<file path="config.mk">
export PLATFORM = sky130hd
export DESIGN_NAME = pc_sequencer
export DESIGN_NICKNAME = d
export VERILOG_FILES = /design/src/rtl/pc_sequencer.sv
export SDC_FILE = /design/constraint.sdc
export NUM_CORES = 1
export LEC_CHECK = 0
export CAP_MARGIN = 0
export CORE_UTILIZATION = 58
export DETAILED_ROUTE_END_ITERATION = 7
export MAX_ROUTING_LAYER = met4
export PLACE_DENSITY = 0.94
export REMOVE_ABC_BUFFERS = 1
export SYNTH_ARGS = -nofsm -noshare
export SYNTH_HDL_FRONTEND = slang
export SYNTH_SLANG_ARGS = --single-unit
</file>
<file path="constraint.sdc">
create_clock -name clk -period 6.3 [get_ports clk]
set_clock_uncertainty 0.15 [all_clocks]
set_input_delay 0.63 -clock clk [delete_from_list [all_inputs] [get_ports clk]]
set_output_delay 0.63 -clock clk [all_outputs]
set_load 0.05 [all_outputs]
</file>
<file path="src/rtl/pc_sequencer.sv">
// Registered program counter with sequential, jump, branch, call and return
// selection, backed by a circular return-address stack with sticky misuse flags.
module pc_sequencer #(
   parameter int ADDR_WIDTH = 10,
   parameter int INC        = 1,
   parameter int RAS_DEPTH  = 4,
   parameter int RESET_PC   = 0
) (
   input  logic                           clk,
   input  logic                           rst_n,
   input  logic                           stall,
   input  logic                           jump,
   input  logic                           branch_taken,
   input  logic                           call,
   input  logic                           ret,
   input  logic [ADDR_WIDTH-1:0]          target,
   input  logic [ADDR_WIDTH-1:0]          branch_offset,
   output logic [ADDR_WIDTH-1:0]          pc,
   output logic [ADDR_WIDTH-1:0]          pc_plus_inc,
   output logic [$clog2(RAS_DEPTH+1)-1:0] ras_count,
   output logic                           ras_overflow,
   output logic                           ras_underflow
);

   localparam int CNT_W = $clog2(RAS_DEPTH+1);
   localparam int PTR_W = $clog2(RAS_DEPTH);
   localparam logic [ADDR_WIDTH-1:0] INC_A    = ADDR_WIDTH'(INC);
   localparam logic [ADDR_WIDTH-1:0] RESET_A  = ADDR_WIDTH'(RESET_PC);
   localparam logic [CNT_W-1:0]      FULL_CNT = CNT_W'(RAS_DEPTH);
   localparam logic [PTR_W-1:0]      LAST_PTR = PTR_W'(RAS_DEPTH-1);

   function automatic logic [ADDR_WIDTH-1:0] wrap_add(
      input logic        [ADDR_WIDTH-1:0] base,
      input logic signed [ADDR_WIDTH-1:0] delta
   );
      return base + $unsigned(delta);
   endfunction

   function automatic logic [PTR_W-1:0] ptr_next(input logic [PTR_W-1:0] p);
      return (p == LAST_PTR) ? '0 : p + PTR_W'(1);
   endfunction

   function automatic logic [PTR_W-1:0] ptr_prev(input logic [PTR_W-1:0] p);
      return (p == '0) ? LAST_PTR : p - PTR_W'(1);
   endfunction

   logic [ADDR_WIDTH-1:0]        ras_mem [RAS_DEPTH];
   logic [PTR_W-1:0]             wr_ptr;
   logic [PTR_W-1:0]             top_ptr;
   logic [ADDR_WIDTH-1:0]        pc_nxt;
   logic signed [ADDR_WIDTH-1:0] offset_s;
   logic                         do_push;
   logic                         do_pop;
   logic                         set_ov;
   logic                         set_un;

   assign pc_plus_inc = pc + INC_A;
   assign offset_s    = branch_offset;
   // wr_ptr is the next free slot; the newest entry sits just below it
   assign top_ptr     = ptr_prev(wr_ptr);

   always_comb begin
      pc_nxt  = pc;
      do_push = 1'b0;
      do_pop  = 1'b0;
      set_ov  = 1'b0;
      set_un  = 1'b0;
      if (!stall) begin
         if (ret) begin
            if (ras_count != '0) begin
               pc_nxt = ras_mem[top_ptr];
               do_pop = 1'b1;
            end else begin
               pc_nxt = pc_plus_inc;
               set_un = 1'b1;
            end
         end else if (call) begin
            pc_nxt  = target;
            do_push = 1'b1;
            set_ov  = (ras_count == FULL_CNT);
         end else if (jump) begin
            pc_nxt = target;
         end else if (branch_taken) begin
            pc_nxt = wrap_add(pc, offset_s);
         end else begin
            pc_nxt = pc_plus_inc;
         end
      end
   end

   always_ff @(posedge clk or negedge rst_n) begin
      if (!rst_n) begin
         pc            <= RESET_A;
         wr_ptr        <= '0;
         ras_count     <= '0;
         ras_overflow  <= 1'b0;
         ras_underflow <= 1'b0;
      end else begin
         pc <= pc_nxt;
         // a push onto a full stack overwrites the oldest slot, so the count saturates
         if (do_push) begin
            wr_ptr <= ptr_next(wr_ptr);
            if (ras_count != FULL_CNT) begin
               ras_count <= ras_count + CNT_W'(1);
            end
         end else if (do_pop) begin
            wr_ptr    <= top_ptr;
            ras_count <= ras_count - CNT_W'(1);
         end
         if (set_ov) begin
            ras_overflow <= 1'b1;
         end
         if (set_un) begin
            ras_underflow <= 1'b1;
         end
      end
   end

   always_ff @(posedge clk) begin
      if (do_push) begin
         ras_mem[wr_ptr] <= pc_plus_inc;
      end
   end

endmodule

</file>
# Word level (Yosys, flattened, before mapping)
# Memories as Yosys holds them, arrays and structs flattened.
# Cells that the tools add are included.
# op_classes
muxes	26
n_eq_ne	4
addsub	6
n_reduce_logical	4
# op_table
op	n
two-way mux 10 bit	5
two-way mux 1 bit	14
adder 10 x 1 -> 10 bit (second input constant)	1
adder 10 bit	1
two-way mux 3 bit	3
two-way mux 2 bit	4
adder 3 x 1 -> 3 bit (second input constant)	1
== test 3 bit (second input constant)	1
!= test 3 bit (second input constant)	1
nonzero test 3 bit	1
subtractor 3 x 1 -> 3 bit (second input constant)	1
adder 2 x 1 -> 2 bit (second input constant)	1
== test 2 bit (second input constant)	1
logical NOT 2 bit	1
!= test 2 x 1 -> 1 bit (second input constant)	1
AND reduction 2 bit	1
nonzero test 2 bit	1
subtractor 2 x 1 -> 2 bit (second input constant)	1
# word_totals
mem_count	1
out_inout_bits	25
mem_bits_rw	40
ff_bits	17
# mem_list
memory	depth	width	read_ports	rd_ports_with_merged_regs	wr	line	text
ras_mem	4	10	1	0	1	47	logic [ADDR_WIDTH-1:0] ras_mem [RAS_DEPTH];

# Longest topological paths before layout
# depth
word_depth	6
depth_mapped	11
depth_no_buf	8

# Worst setup path before layout
# No wires, ideal clock.
# synth_timing
kind	reg2out
startpoint	register pc[1]
endpoint	output pc_plus_inc[8]
stages_incl_launch_ff	5
slack_ps	3187
required_ps	5520
t_arrival_ps	2333
cell_sequence	dfrtp_1 ha_1 nand2_1 nor3_1 xor2_1
# synth_between
elab_chain_cells	1
# synth_lines
item	line	text
start, declared	18	output logic [ADDR_WIDTH-1:0] pc,
start signal, assigned	99	pc <= pc_nxt;
adder 10 x 1 -> 10 bit	57	assign pc_plus_inc = pc + INC_A;
end, declared	19	output logic [ADDR_WIDTH-1:0] pc_plus_inc,
# Every way passes these cells.

# Worst setup path in the final report
# layout_timing
startpoint	register pc[0]
endpoint	output pc_plus_inc[8]
# Same word-level chain as after synthesis.

==> results_dict.tcl <==
set metrics [dict create \
    post-route-drc-count 4 \
    synthTopCellsByArea "edfxtp_1, dfrtp_1, ha_1" \
    cts_hold_buf 0 \
    cts_setup_buffers 0 \
    pin_count 52 \
    synth_area_um2 3298 \
    cts_max_level 3 \
    grtUsageTotal 0.2985 \
    drv_cap 0 \
    wl_per_cell_um 18.72 \
    fin_crit_sh 0.5968 \
    p_int_uw 1146 \
    clockBufferDepth 2 \
    gp_congestion 0.8794 \
    vias 2683 \
    initial_core_util 0.5990 \
    setup.worst_path.start_class "flop" \
    max_freq_mhz 266.0 \
    power_uw 2175 \
    fp-row-count 27 \
    synth.distinct_cells 48 \
    drive_gt1_frac 0.06197 \
    ys_ff_latch 57 \
    power_density_nw_per_um2 538.8 \
    grt_use_met1 0.3831 \
    synthFlopType "edfxtp_1" \
    crit_path_start "pc[0]" \
    preCtsSetupSlack_ps 2859 \
    seqPwrFrac 0.294 \
    grtUsageMet3 0.06353 \
    grt_pass1_vias 2612 \
    outcome "finished with violations" \
    arrival_ps 2980 \
    die_area_um2 5992 \
    hold_path_class "flop to flop" \
    violations "design-rule violations" \
    rsz0062_at_grt "false" \
    top_usage_layer "met2" \
    relSlewSlack 0.4281 \
    ant_nets 0 \
    nNetsFinal 393 \
    port_buffers 51 \
    die_width_um 77.41 \
    critPathMaxFanout 7 \
    cts.repair.resized 0 \
    synth_top_area_share 0.3642 \
    setup_violations 0 \
    drt-initial-drc-count 290 \
    clock-root-buffer "clkbuf_8" \
    synthArstFlopShare 0.2982 \
    setup_ws_ps 2540 \
    syn2layout_area_growth_pct 22.42 \
    cp.required_ps 5520 \
    met2_usage 0.4566 \
    finalSetupTns_ps 0 \
    numCtsBuffers 9 \
    leakage_uw 0.001541 \
    seq_area_frac_synth 0.4932 \
    core_um2 5507 \
    antenna_cells 0 \
    p_clk_frac 0.158 \
    firstDrtPassIters 7 \
    syn-instance-count 302 \
    synth_edf_count 40 \
    grt_pass1_wl_um 13040 \
    cts.clk_slew.worst_paths_ps 60 \
    fp.dieH_um 77.41 \
    p_sw_uw 1030 \
    end_kind "primary output" \
    hold_violations 0 \
    antenna_found_initial 0 \
    p_comb_frac 0.548 \
    tightestPinTransition_ps 855.1 \
    cts_tree "built" \
    clock_latency_ps 340 \
    maxSlewViolCount 0 \
    swShare 0.4734 \
    min_period_ps 3760 \
    grt_max_degree 25 \
    min_from "ras_overflow" \
    clock-sinks 57 \
    drt-total-wl_um 7995 \
    yosysTopAreaCell "edfxtp_1" \
    fin_cells 427 \
    globalRouteOverflowTotal 0 \
    syn_area_per_cell_um2 10.92 \
    r2r-start "wr_ptr[0]" \
    worstSetupPathType "flop to primary output" \
    dp_hpwl_um 5532 \
    vias_per_cell 6.283 \
    yosys_warnings 0 \
    vdd.ir_drop.worst_mv 0.4083 \
    dp_cells 411 \
]
[sequential cells by signal, indices dropped and copies added, names as in the netlist]
signal,count
ras_underflow,1
ras_overflow,1
wr_ptr,2
ras_mem,40
ras_count,3
pc,10
[cells by family after synthesis]
kind of cell,count (synthesis),share of synthesized area
flops,57,0.4932
simple gates,88,0.1430
xor+xnor,16,0.04249
compound gates,87,0.1768
fa+ha+maj,16,0.06525
buf+inv,23,0.02921
mux,15,0.05008
[synthesized netlist by cell type, types with 4 or more instances]
library cell / n
inv_1: 8
nor2b_1: 9
xor2_1: 9
a21o_1: 8
clkbuf_1: 12
a21oi_1: 21
dfrtp_1: 17
nor2_1: 17
nand2b_1: 4
and3_1: 5
a211oi_1: 17
nand3_1: 6
o22ai_1: 4
nand2_1: 19
nor3_1: 16
xnor2_1: 7
edfxtp_1: 40
ha_1: 14
o21ai_0: 15
mux2i_1: 12
[cell usage in the layout, fill, tap and decap left out, types with 4 or more instances in the layout]
cell             Yosys  routed
a21o_1               8       8
a21oi_1             21      21
nand2b_1             4       4
edfxtp_1            40      40
nor3_1              16      16
o22ai_1              4       4
nand2_1             19      19
nor2b_1              9       9
clkdlybuf4s50_1      0      51
nor2_1              17      17
dfrtp_1             17      17
inv_1                8       8
and3_1               5       5
xor2_1               9       9
xnor2_1              7       7
mux2i_1             12      12
a211oi_1            17      17
o21ai_0             15      15
clkbuf_8             0      11
ha_1                14      14
nand3_1              6       6
[final timing paths]
kind / slack [ps] / depth (start not counted) / end
setup reg to reg: 3030 / 8 / pc[9]
max in group asynchronous: 4880 / 1 / pc[1]
hold / removal: 340 / 1 / ras_overflow
setup / recovery: 2540 / 5 / pc_plus_inc[8]
min in group asynchronous: 610 / 1 / pc[7]
hold reg to reg: 340 / 1 / ras_overflow
[worst max-delay path, stage by stage, from the launching register on]
cell,delay [ps]
dfrtp_1,490
ha_1,290
nand2_1,120
nor3_1,270
xor2_1,540
clkdlybuf4s50_1,920
[cell type report]
class	count	area [um2]
clock buffer	13	158.9
multi-input combinational	222	1575
inverter	8	30.03
sequential	57	1627
clock inverter	3	38.79
fill	365	1469
timing repair buffer	52	518.0
tap	72	90.09
[metrics by stage]
step                utilization  hold WS, ps  area, um2
global route             0.7332        369.8       4038
finish                   0.7332        343.5       4038
global placement         0.6973        335.5       3840
floorplan                     -        184.4       3232
detailed placement       0.6973        324.9       3840
CTS                      0.7332        339.1       4038
[per-layer routing]
| metal | wire length (um) | part of all wire |
|---|---|---|
| met2 | 3870 | 0.48 |
| met5 | 0 | 0 |
| met1 | 3292 | 0.41 |
| met3 | 568 | 0.071 |
| met4 | 264 | 0.033 |
[power by group through the flow]
stage	combinational [uW]	clock (uW)	sequential, uW
after detailed placement	1170	0	644
after floorplan	663	0	780
after global routing	1260	362	654
after global placement	1140	0	638
final	1190	344	639
after CTS	1180	344	638
(Power assumes the default switching activity.)
